## config.mk

```make
export PLATFORM = sky130hd
export DESIGN_NAME = muldiv_sequencer_flat
export DESIGN_NICKNAME = d
export VERILOG_FILES = /design/src/rtl/muldiv_sequencer_if.sv /design/src/rtl/muldiv_sequencer.sv /design/src/flat_wrapper.sv
export SDC_FILE = /design/constraint.sdc
export NUM_CORES = 1
export LEC_CHECK = 0
export ABC_AREA = 1
export CAP_MARGIN = 20
export CORE_AREA = 5 5 42 44
export CTS_CLUSTER_SIZE = 12
export DETAILED_ROUTE_END_ITERATION = 16
export DIE_AREA = 0 0 47 49
export PLACE_DENSITY_LB_ADDON = 0.08
export SLEW_MARGIN = 20
export SYNTH_ARGS = -nofsm -noshare
export SYNTH_HDL_FRONTEND = slang
export SYNTH_SLANG_ARGS = --single-unit
export TNS_END_PERCENT = 20
```

## constraint.sdc

```tcl
create_clock -name clk -period 2.3 [get_ports clk]
set_clock_uncertainty 0.15 [all_clocks]
set_input_delay 0.345 -clock clk [delete_from_list [all_inputs] [get_ports clk]]
set_output_delay 0.345 -clock clk [all_outputs]
set_load 0.02 [all_outputs]
```

## src/rtl/muldiv_sequencer_if.sv

```systemverilog
// muldiv_sequencer_if: handshake between main control FSM and the mult/div sequencer
interface muldiv_sequencer_if;
  logic start;
  logic op;
  logic abort;
  logic div_zero;
  logic busy;
  logic unit_rst;
  logic divOrMult;
  logic HILO_W;
  logic done;
  logic exc_div0;
  modport master (
    output start, op, abort, div_zero,
    input  busy, unit_rst, divOrMult, HILO_W, done, exc_div0
  );
  modport slave (
    input  start, op, abort, div_zero,
    output busy, unit_rst, divOrMult, HILO_W, done, exc_div0
  );
endinterface

```

## src/rtl/muldiv_sequencer.sv

```systemverilog
// muldiv_sequencer: clears, times and commits the shared mult/div unit into HI/LO.
// Define MULDIV_DIV0_EXC_EN to raise exc_div0 on a divide by zero instead of writing HI/LO.
module muldiv_sequencer #(
  parameter int MULT_CYCLES = 32,
  parameter int DIV_CYCLES  = 32,
  parameter int CNT_W       = 6
) (
  input logic clk,
  input logic reset,
  muldiv_sequencer_if.slave bus
);
  typedef enum logic [2:0] {IDLE, CLEAR, RUN, WRITE, EXC} state_t;
  state_t state, nxt;
  logic op_q;
  logic [CNT_W-1:0] cnt;
  logic div0;
`ifdef MULDIV_DIV0_EXC_EN
  assign div0 = op_q & bus.div_zero;
`else
  logic unused_div_zero;
  assign unused_div_zero = bus.div_zero;
  assign div0 = 1'b0;
`endif
  assign bus.divOrMult = op_q;
  always_comb begin
    nxt = state == IDLE  ? ((bus.start && !bus.abort) ? CLEAR : IDLE)
        : state == CLEAR ? (bus.abort ? IDLE : RUN)
        : state == RUN   ? (bus.abort ? IDLE : div0 ? EXC : (cnt == '0) ? WRITE : RUN)
        : IDLE;
  end
  // outputs are registered from the next state so they line up with the state they describe
  always_ff @(posedge clk or posedge reset) begin
    if (reset) begin
      state        <= IDLE;
      op_q         <= 1'b0;
      cnt          <= '0;
      bus.busy     <= 1'b0;
      bus.unit_rst <= 1'b0;
      bus.HILO_W   <= 1'b0;
      bus.done     <= 1'b0;
      bus.exc_div0 <= 1'b0;
    end else begin
      state <= nxt;
      if (state == IDLE && nxt == CLEAR) op_q <= bus.op;
      if (state == CLEAR) cnt <= CNT_W'(op_q ? DIV_CYCLES - 1 : MULT_CYCLES - 1);
      else if (state == RUN && cnt != '0) cnt <= cnt - 1'b1;
      bus.busy     <= nxt != IDLE;
      bus.unit_rst <= nxt == CLEAR;
      bus.HILO_W   <= nxt == WRITE;
      bus.done     <= nxt == WRITE || nxt == EXC;
      bus.exc_div0 <= nxt == EXC;
    end
  end
endmodule
```

## src/flat_wrapper.sv

```systemverilog
// flat-port wrapper written by rule: the top's interface ports become plain ports
module muldiv_sequencer_flat 
#(
  parameter int MULT_CYCLES = 32,
  parameter int DIV_CYCLES  = 32,
  parameter int CNT_W       = 6
)
  (clk, reset, bus_start, bus_op, bus_abort, bus_div_zero, bus_busy, bus_unit_rst, bus_divOrMult, bus_HILO_W, bus_done, bus_exc_div0);
  muldiv_sequencer_if bus_i ();
  input logic clk;
  input logic reset;
  input wire logic [$bits(bus_i.start)-1:0] bus_start;
  input wire logic [$bits(bus_i.op)-1:0] bus_op;
  input wire logic [$bits(bus_i.abort)-1:0] bus_abort;
  input wire logic [$bits(bus_i.div_zero)-1:0] bus_div_zero;
  output wire logic [$bits(bus_i.busy)-1:0] bus_busy;
  output wire logic [$bits(bus_i.unit_rst)-1:0] bus_unit_rst;
  output wire logic [$bits(bus_i.divOrMult)-1:0] bus_divOrMult;
  output wire logic [$bits(bus_i.HILO_W)-1:0] bus_HILO_W;
  output wire logic [$bits(bus_i.done)-1:0] bus_done;
  output wire logic [$bits(bus_i.exc_div0)-1:0] bus_exc_div0;
  assign bus_i.start = bus_start;
  assign bus_i.op = bus_op;
  assign bus_i.abort = bus_abort;
  assign bus_i.div_zero = bus_div_zero;
  assign bus_busy = bus_i.busy;
  assign bus_unit_rst = bus_i.unit_rst;
  assign bus_divOrMult = bus_i.divOrMult;
  assign bus_HILO_W = bus_i.HILO_W;
  assign bus_done = bus_i.done;
  assign bus_exc_div0 = bus_i.exc_div0;
  muldiv_sequencer #(.MULT_CYCLES(MULT_CYCLES), .DIV_CYCLES(DIV_CYCLES), .CNT_W(CNT_W)) u_core (.clk(clk), .reset(reset), .bus(bus_i));
endmodule
```

# Word-level counts from Yosys, hierarchy flattened
# Cells that the tools add are included.
[totals] register_bits=15 input_bits=6 out_inout_bits=6 wordCells=33
[op_classes] add_sub_neg=1 eq_ne=5 mux=9 reduce_logical=10
[op_table] cell="2-to-1 mux 3 bit" n=4
[op_table] cell="2-to-1 mux 6 bit" n=2
[op_table] cell="equality test 3 x 1 -> 1 bit (second input constant)" n=2
[op_table] cell="equality test 3 x 2 -> 1 bit (second input constant)" n=2
[op_table] cell="zero test 6 bit" n=1
[op_table] cell="nonzero test 6 bit" n=1
[op_table] cell="subtractor 6 x 1 -> 6 bit (second input constant)" n=1
[op_table] cell="equality test 3 bit (second input constant)" n=1
[op_table] cell="logical AND 1 bit" n=3
[op_table] cell="zero test 3 bit" n=1
[op_table] cell="nonzero test 3 bit" n=1
[op_table] cell="2-to-1 mux 1 bit" n=2
[op_table] cell="2-to-1 mux 2 bit" n=1
[op_table] cell="nonzero test 2 bit" n=1
[op_table] cell="zero test 1 bit" n=1
[op_table] cell="logical OR 1 bit" n=1

# Depth between registers and ports, before layout
# Gate-level depths: netlist (run 1).
[logic_depth] word_depth=8 depth_mapped=7 ltp_nobuf=7

# Worst setup path after synthesis (run 1)
# OpenSTA, ideal clock, no wires.
[synth_timing] path_type="reg-to-reg" startpoint="register u_core.cnt[0]" endpoint="register u_core.cnt[4]" setup_ps=125 arrival_time_ps=1037 t_required_ps=2025 path_slack_ps=988 path_stages_with_launch=8 path_buffers=0 period_less_slack_ps=1312 cell_sequence="dfrtp_1 inv_2 ha_1 nand2_1 nor2_1 nand3_1 nand2_1 nand3_1"
[synth_between] elab_chain_len=3 elab_cells_between_ends=6 cone_classes="add/sub: 1; mux: 2; reduce/logical: 3"
[synth_rtl] element="start: declaration" line_no="muldiv_sequencer.sv:15" source="logic [CNT_W-1:0] cnt;"
[synth_rtl] element="start signal: assignment" line_no="muldiv_sequencer.sv:45" source="if (state == CLEAR) cnt <= CNT_W'(op_q ? DIV_CYCLES - 1 : MULT_CYCLES - 1);"
[synth_rtl] element="start signal: assignment" line_no="muldiv_sequencer.sv:46" source="else if (state == RUN && cnt != '0) cnt <= cnt - 1'b1;"
[synth_rtl] element="subtractor 6 x 1 -> 6 bit / nonzero test 6 bit (equally long branches)" line_no="muldiv_sequencer.sv:46"
[synth_rtl] element="2-to-1 mux 6 bit / logical AND 1 bit (equally long branches)" line_no="muldiv_sequencer.sv:46"
[synth_rtl] element="2-to-1 mux 6 bit / nonzero test 2 bit (equally long branches)"
# Several ways; a longest one is shown, not always the timed one. The select of a mux whose other input is x is not followed.
# A chain may end at the register's enable or synchronous reset.

# Worst setup path after layout (run 1)
[layout_timing] startpoint="register u_core.op_q, in the netlist u_core.bus.divOrMult" endpoint="output port bus_divOrMult"
[layout_rtl] element="start: declaration" line_no="muldiv_sequencer.sv:14" source="logic op_q;"
[layout_rtl] element="start signal: assignment" line_no="muldiv_sequencer.sv:44" source="if (state == IDLE && nxt == CLEAR) op_q <= bus.op;"
[layout_rtl] element="end: declaration" line_no="flat_wrapper.sv:18" source="output wire logic [$bits(bus_i.divOrMult)-1:0] bus_divOrMult;"
# No word-level cell between the ends.

==> results.sh, run 1 <==
export IMPL_crit_family="buffers and inverters"
export IMPL_antenna_cells=0
export IMPL_end_kind="output port"
export IMPL_hold_path_class="input port to async pin"
export IMPL_rows=14
export IMPL_final_nets=98
export IMPL_wl_per_cell_um=10.6
export IMPL_io_buffers=9
export IMPL_numCtsBuffers=3
export IMPL_required_ns=1.80
export IMPL_clock_latency_ns=0.27
export IMPL_place_congestion=0.742
export IMPL_syn_nets=86
export IMPL_crit_fanout=2
export IMPL_cp_start_kind="flip-flop"
export IMPL_totalPowerFinal_w=0.000614
export IMPL_postRouteAntennaNets=0
export IMPL_synth_area_um2=629
export IMPL_fmaxAchievable_ghz=0.580
export IMPL_post_cts_resized=0
export IMPL_via_per_inst=4.73
export IMPL_wl_mm=1.11
export IMPL_die_h_um=49
export IMPL_synth_yosys_seq_area_share_pct=47.7
export IMPL_worstPathCellList="clkdlybuf4s50_1"
export IMPL_clkTransAtPathRegs_ns=0.07
export IMPL_track_usage_pct=11.9
export IMPL_grt_pass1_vias=456
export IMPL_crit_type="flip-flop to output port"
export IMPL_post_cts_setup_buffers=0
export IMPL_die_w_um=47
export IMPL_antenna_found_initial=0
export IMPL_netlist_instances=79
export IMPL_ys_types=17
export IMPL_finalSetupViolCount=0
export IMPL_grt_max_degree=13
export IMPL_powerDensity_nw_per_um2=822
export IMPL_leakage_nw=0.405
export IMPL_cts_sinks=12
export IMPL_post_synth_cell_area_avg_um2=7.97
export IMPL_yosysWarnings=0
export IMPL_min_period_over_period_pct=75.0
export IMPL_fin_tns_setup_ns=0
export IMPL_finalHoldViolCount=0
export IMPL_drive_gt1_share_pct=16.9
export IMPL_start_util_pct=44.9
export IMPL_critPathBufInv=1
export IMPL_hold_buffers=0
export IMPL_cts_root_buf="clkbuf_4"
export IMPL_final_common_cell="nand2_1"
export IMPL_drt_pass1_iterations=4
export IMPL_final_cell_mix="21 x nand2_1, 12 x dfrtp_1, 11 x inv_1"
export IMPL_ios=12
export IMPL_drc_errors=0
export IMPL_clock_path_buffers=2
export IMPL_dp_hpwl_um=832
export IMPL_slew_viol_final=0
export IMPL_vias=497
export IMPL_core_area_um2=1400
export IMPL_period_needed_ns=1.73
export IMPL_maxCapViolCount=0
export IMPL_slowest_delay_ns=0.60
export IMPL_cpMaxStageDelayCell="clkdlybuf4s50_1"
export IMPL_status="finished clean"
export IMPL_synth_seq_cells=12
export IMPL_drt_iter0_drc=11
export IMPL_syn2layout_area_growth_pct=18.7
export IMPL_peakVddDrop_v=0.000491
export IMPL_grt_ovfl_total=0
export IMPL_cts_tree="built"
export IMPL_cp_data_arrival_time_ns=1.23
export IMPL_rsz0062_at_grt="no"
export IMPL_cts_max_level=1
export IMPL_fp_dieArea_um2=2300
export IMPL_grt_pass1_wl_mm=1.90
==> through the flow <==
stage / instances / instance area (um2) / util (%) / hold WS [ns] / setup slack (ns)
after floorplan: 79 / 629 / - / 0.0597 / 0.988
after global placement: 102 / 724 / 51.7 / 0.320 / 0.853
after detailed placement: 102 / 724 / 51.7 / 0.315 / 0.849
after CTS: 105 / 747 / 53.3 / 0.240 / 0.566
after global routing: 105 / 747 / 53.3 / 0.255 / 0.531
final: 105 / 747 / 53.3 / 0.222 / 0.575
==> power breakdown <==
part | total (W) | switching [W] | internal [W]
Clock | 0.000131 | 0.0000705 | 0.0000607
Sequential | 0.000297 | 0.0000425 | 0.000255
Combinational | 0.000186 | 0.000111 | 0.0000747
==> flip-flops by register name, summed over array words and instances (netlist names) <==
name / flops
u_core.bus.unit_rst: 1
u_core.bus.HILO_W: 1
u_core.bus.busy: 1
u_core.state: 2
u_core.cnt: 6
u_core.bus.divOrMult: 1
==> synthesized netlist by cell type, drive strengths merged <==
cell   instances  share of area (%)
a21oi          1               0.79
buf            2                2.4
conb           1               0.60
dfrtp         12                 48
ha             1                2.0
inv           16                9.5
nand2         23                 15
nand3         10                8.7
nand4          4                4.0
nor2           7                7.4
o21ai          2                1.6
==> final timing paths <==
check | startpoint | to | slack, ns | cells after the start
max | u_core.bus.divOrMult$_DFFE_PP0P_ | bus_divOrMult | 0.57 | 1
min reg2reg | u_core.bus.divOrMult$_DFFE_PP0P_ | u_core.bus.divOrMult$_DFFE_PP0P_ | 0.34 | 2
min in group clk | u_core.bus.divOrMult$_DFFE_PP0P_ | u_core.bus.divOrMult$_DFFE_PP0P_ | 0.34 | 2
min | reset | u_core.cnt[2]$_DFFE_PP0P_ | 0.22 | 2
max in group asynchronous | reset | u_core.bus.busy$_DFF_PP0_ | 1.46 | 2
max reg2reg | u_core.cnt[0]$_DFFE_PP0P_ | u_core.bus.busy$_DFF_PP0_ | 0.82 | 6
==> layout make-up <==
type | instances | area (um2)
flip-flops and latches | 12 | 300
inverters | 16 | 60.1
repair buffers | 9 | 90.1
fillers | 149 | 654
multi-input cells | 49 | 254
well taps | 16 | 20.0
clock buffers | 3 | 22.5
==> metal layers <==
layer / global-route usage [%] / share of wire (%) / vias up
met2: 13.8 / 39 / 9
li1: - / - / 262
met1: 17.3 / 53 / 222
met3: 2.21 / 4.4 / 4
met5: 0 / 0 / -
met4: 11.1 / 3.8 / 0
==> cell families after synthesis <==
| logic type | synth area share [%] |
|---|---|
| DFF | 47.7 |
| adders and majority gates | 1.99 |
| buffers and inverters | 11.9 |
| AOI/OAI and AO/OA | 2.38 |
| other | 0.596 |
| and+or+nand+nor | 35.4 |
Note: power is estimated with default switching activity, not from simulation.
==> inputs of run 2 (changes only) <==
- CORE_AREA: 5 5 42 44 -> default
- CORE_MARGIN: default -> 5
- CORE_UTILIZATION: default -> 48
- DIE_AREA: 0 0 47 49 -> default
- clock period: 2.3 -> 1.7 ns (I/O delays scaled with it)
==> run 2 against run 1 <==
Cell area rose by 1.7%; non-clock buffer count did not move; worst hold slack got worse by 0.086 ns; flip-flop and latch count did not move; cell count did not move; global-route usage rose by 0.79 points; combinational power rose by 35%; clock-buffer cell count rose by 1; wire length rose by 0.18%; first-iteration DRC count fell by 55%.
==> results.sh, run 2 (synthesis gave the netlist of run 1 again) <==
export IMPL_top_regs="u_core.cnt: 6 flops, u_core.state: 2 flops"
export IMPL_clock_path_buffers=2
export IMPL_utilization_pct=59.9
export IMPL_powerDensity_nw_per_um2=1160
export IMPL_intPower_w=0.000576
export IMPL_crit_cells=1
export IMPL_track_usage_pct=12.7
export IMPL_fmaxAchievable_ghz=0.614
export IMPL_maxCapViolCount=0
export IMPL_dp_hpwl_um=847
export IMPL_postRouteAntennaNets=0
export IMPL_wl_per_cell_um=10.6
export IMPL_fin_area_um2=759
export IMPL_cts_tree="built"
export IMPL_ios=12
export IMPL_placed_area_um2=723
export IMPL_end_kind="output port"
export IMPL_start_util_pct=49.6
export IMPL_antenna_cells=0
export IMPL_final_nets=98
export IMPL_crit_type="flip-flop to output port"
export IMPL_clkTransAtPathRegs_ns=0.08
export IMPL_finalSetupViolCount=0
export IMPL_p_seq_share_pct=45.6
export IMPL_hold_buffers=0
export IMPL_post_cts_resized=0
export IMPL_wl_mm=1.12
export IMPL_drt_pass1_iterations=4
export IMPL_grt_pass1_vias=453
export IMPL_drt_iter0_drc=5
export IMPL_rows=13
export IMPL_cts_root_buf="clkbuf_4"
export IMPL_place_congestion=0.731
export IMPL_finalHoldViolCount=0
export IMPL_worstPathCellList="clkdlybuf4s50_1"
export IMPL_core_area_um2=1270
export IMPL_clock_latency_ns=0.27
export IMPL_pwr_share_comb_pct=28.6
export IMPL_syn2layout_area_growth_pct=20.7
export IMPL_cts_sinks=12
export IMPL_grt_pass1_wl_mm=1.90
export IMPL_r2r_cells=6
export IMPL_hold_path_class="input port to async pin"
export IMPL_required_ns=1.29
export IMPL_fp_dieArea_um2=2140
export IMPL_drc_errors=0
export IMPL_antenna_found_initial=0
export IMPL_critPathBufInv=1
export IMPL_io_buffers=9
export IMPL_cts_max_level=1
export IMPL_die_w_um=46.2
export IMPL_crit_fanout=2
export IMPL_vias=502
export IMPL_cp_start_kind="flip-flop"
export IMPL_numCtsBuffers=3
export IMPL_crit_family="buffers and inverters"
export IMPL_registers_top_by_ff_count="u_core.cnt"
export IMPL_slew_viol_final=0
export IMPL_largest_reg_flops=6
export IMPL_switchingPower_w=0.000307
export IMPL_post_cts_setup_buffers=0
export IMPL_status="finished clean"
export IMPL_cpMaxStageDelayCell="clkdlybuf4s50_1"
export IMPL_cp_data_arrival_time_ns=1.22
export IMPL_fin_tns_setup_ns=0
export IMPL_via_per_inst=4.78
export IMPL_die_h_um=46.2
export IMPL_drive_gt1_share_pct=17.8
export IMPL_p_sw_share_pct=34.8
export IMPL_period_needed_ns=1.63
export IMPL_final_common_cell="nand2_1"
export IMPL_min_period_over_period_pct=95.9
export IMPL_clkPwrFrac_pct=25.8
export IMPL_grt_max_degree=13
export IMPL_leakage_nw=0.412
export IMPL_grt_ovfl_total=0
export IMPL_peakVddDrop_v=0.000532
export IMPL_final_cell_mix="21 x nand2_1, 12 x dfrtp_1, 11 x inv_1"
export IMPL_slowest_delay_ns=0.61
export IMPL_rsz0062_at_grt="no"
==> run 2: changes by cell type in the layout (fill, tap and decap cells not counted), sizes merged <==
cell,change
clkbuf,+1
==> run 2: cell type report <==
class | count | area (um2)
Multi-Input combinational cell | 49 | 254
Timing Repair Buffer | 9 | 90.1
Sequential cell | 12 | 300
Clock buffer | 4 | 36.3
Fill cell | 130 | 509
Inverter | 16 | 60.1
Tap cell | 15 | 18.8
==> run 2: final timing paths <==
path	start	end	slack (ns)
min in group clk	u_core.bus.divOrMult$_DFFE_PP0P_	u_core.bus.divOrMult$_DFFE_PP0P_	0.34
max in group asynchronous	reset	u_core.cnt[3]$_DFFE_PP0P_	0.95
worst min register to register	u_core.bus.divOrMult$_DFFE_PP0P_	u_core.bus.divOrMult$_DFFE_PP0P_	0.34
worst max register to register	u_core.cnt[0]$_DFFE_PP0P_	u_core.bus.busy$_DFF_PP0_	0.21
worst min-delay path	reset	u_core.bus.divOrMult$_DFFE_PP0P_	0.14
worst max-delay path	u_core.bus.divOrMult$_DFFE_PP0P_	bus_divOrMult	0.07
==> run 2: metal layers <==
layer	up-vias	part of all wire, %	track usage (%)
met5	-	0	0
li1	264	-	-
met2	11	46	19.5
met1	227	49	16.6
met4	0	0	6.82
met3	0	4.7	2.34
==> run 2: through the flow <==
step	cells	setup WS [ns]	hold slack (ns)	power, W
finish	105	0.0704	0.135	0.000883
global route	105	0.0186	0.177	0.000945
CTS	105	0.0547	0.146	0.000892
detailed placement	101	0.228	0.323	0.000659
global placement	101	0.265	0.318	0.000654
floorplan	79	0.388	-0.0303	0.000593
==> run 2: power by group through the flow <==
stage          sequential, W  clock (W)  combinational (W)
2_1_floorplan       0.000409          0           0.000183
3_3_place_gp        0.000406          0           0.000248
3_5_place_dp        0.000408          0           0.000251
4_1_cts             0.000404   0.000235           0.000253
5_1_grt             0.000415   0.000246           0.000284
6_report            0.000403   0.000228           0.000252
==> inputs of run 3 (changes only) <==
- CORE_AREA: default -> 5 5 42 44
- CORE_MARGIN: 5 -> default
- CORE_UTILIZATION: 48 -> default
- DIE_AREA: default -> 0 0 47 49
- REMOVE_ABC_BUFFERS: default -> 1
- clock period: 1.7 -> 2 ns (I/O delays scaled with it)
==> run 3 against run 2 <==
Via count down 3.6%; sequential share of layout area down 0.065 points; flip-flop and latch count unchanged; cell area up 0.16%; non-clock buffer count unchanged; global-route usage down 1.2 points; sequential power down 15%; critical path depth unchanged; register-to-register slack better by 0.32 ns; worst hold slack better by 0.030 ns; largest cell class unchanged.
==> results.sh, run 3 (synthesis gave the netlist of run 1 again) <==
export IMPL_drt_pass1_iterations=4
export IMPL_cp_data_arrival_time_ns=1.24
export IMPL_top_regs="u_core.cnt: 6 flops, u_core.state: 2 flops"
export IMPL_timing_final_ws_setup_ns=0.315
export IMPL_die_w_um=47
export IMPL_crit_fanout=2
export IMPL_drc_errors=0
export IMPL_place_congestion=0.685
export IMPL_dp_hpwl_um=790
export IMPL_dpl_worst_slack_ns=0.559
export IMPL_fin_tns_setup_ns=0
export IMPL_cts_max_level=1
export IMPL_io_buffers=9
export IMPL_final_nets=98
export IMPL_antenna_cells=0
export IMPL_wl_per_cell_um=10.3
export IMPL_via_per_inst=4.57
export IMPL_crit_type="flip-flop to output port"
export IMPL_worstReg2RegStart="u_core.cnt[0]$_DFFE_PP0P_"
export IMPL_p_seq_share_pct=45.3
export IMPL_registers_top_by_ff_count="u_core.cnt"
export IMPL_finalHoldViolCount=0
export IMPL_pwr_share_comb_pct=28.4
export IMPL_wl_mm=1.09
export IMPL_syn2layout_area_growth_pct=20.9
export IMPL_switchingPower_w=0.000264
export IMPL_numCtsBuffers=3
export IMPL_start_util_pct=44.9
export IMPL_clkPwrFrac_pct=26.3
export IMPL_powerDensity_nw_per_um2=991
export IMPL_final_common_cell="nand2_1"
export IMPL_critPathBufInv=1
export IMPL_ios=12
export IMPL_regToRegSetupSlack_ns=0.53
export IMPL_slowest_delay_ns=0.60
export IMPL_drive_gt1_share_pct=17.8
export IMPL_period_needed_ns=1.69
export IMPL_intPower_w=0.000490
export IMPL_crit_family="buffers and inverters"
export IMPL_post_cts_setup_buffers=0
export IMPL_min_period_over_period_pct=84.3
export IMPL_hold_buffers=0
export IMPL_maxCapViolCount=0
export IMPL_largest_reg_flops=6
export IMPL_rows=14
export IMPL_slew_viol_final=0
export IMPL_postRouteAntennaNets=0
export IMPL_hold_path_class="input port to async pin"
export IMPL_cts_sinks=12
export IMPL_finalSetupViolCount=0
export IMPL_peakVddDrop_v=0.000545
export IMPL_end_kind="output port"
export IMPL_grt_max_degree=13
export IMPL_leakage_nw=0.412
export IMPL_worstPathCellList="clkdlybuf4s50_1"
export IMPL_core_area_um2=1400
export IMPL_utilization_pct=54.3
export IMPL_rsz0062_at_grt="no"
export IMPL_grt_pass1_wl_mm=1.91
export IMPL_fmaxAchievable_ghz=0.593
export IMPL_cts_tree="built"
export IMPL_register_area_um2=300
export IMPL_status="finished clean"
export IMPL_final_cell_mix="21 x nand2_1, 12 x dfrtp_1, 11 x inv_1"
export IMPL_required_ns=1.55
export IMPL_vias=484
export IMPL_r2r_end="u_core.bus.busy$_DFF_PP0_"
export IMPL_clock_path_buffers=2
export IMPL_fp_dieArea_um2=2300
export IMPL_r2r_cells=6
export IMPL_multi_input_area_um2=254
export IMPL_num_fill_cells=140
export IMPL_cpMaxStageDelayCell="clkdlybuf4s50_1"
export IMPL_clock_latency_ns=0.28
export IMPL_p_sw_share_pct=35.0
export IMPL_cp_start_kind="flip-flop"
export IMPL_drt_iter0_drc=9
export IMPL_post_cts_resized=0
export IMPL_die_h_um=49
export IMPL_cts_root_buf="clkbuf_4"
export IMPL_clkTransAtPathRegs_ns=0.08
export IMPL_grt_ovfl_total=0
export IMPL_track_usage_pct=11.5
export IMPL_antenna_found_initial=0
export IMPL_grt_pass1_vias=452
## run 3: cell counts in the layout (fill, tap and decap cells not counted)
No cell type changed its count.
## run 3: power by group through the flow
stage / Combinational [W] / Sequential [W] / Clock, W
floorplan: 0.000154 / 0.000348 / 0
global placement: 0.000211 / 0.000346 / 0
detailed placement: 0.000213 / 0.000345 / 0
CTS: 0.000215 / 0.000341 / 0.000205
global route: 0.000251 / 0.000350 / 0.000216
finish: 0.000214 / 0.000341 / 0.000198
## run 3: worst max-delay path by stage
stage                                          start                         to  cells after the start
floorplan                  u_core.cnt[0]$_DFFE_PP0P_  u_core.cnt[4]$_DFFE_PP0P_                      7
global placement           u_core.cnt[0]$_DFFE_PP0P_  u_core.bus.busy$_DFF_PP0_                      6
detailed placement         u_core.cnt[0]$_DFFE_PP0P_  u_core.cnt[4]$_DFFE_PP0P_                      7
CTS                 u_core.bus.divOrMult$_DFFE_PP0P_              bus_divOrMult                      1
global route        u_core.bus.divOrMult$_DFFE_PP0P_              bus_divOrMult                      1
finish              u_core.bus.divOrMult$_DFFE_PP0P_              bus_divOrMult                      1
## run 3: metal layers
metal,vias up,part of all wire (%),global-route usage [%]
li1,263,-,-
met1,210,51,16.0
met2,7,42,15.2
met3,4,3.8,2.21
met4,0,2.7,8.29
met5,-,0,0
## run 3: cell type report
type                    count  area share (%)
clock buffers               4            4.77
repair buffers              9            11.8
inverters                  16            7.89
well taps                  16            2.63
flip-flops and latches     12            39.5
multi-input cells          49            33.4
## run 3: through the flow
step                hold WS (ns)  power, W  cell area [um2]  std cells
global route               0.211  0.000817              761        106
floorplan                 0.0147  0.000502              614         77
detailed placement         0.325  0.000559              724        102
CTS                        0.184  0.000761              761        106
global placement           0.327  0.000558              724        102
finish                     0.166  0.000754              761        106
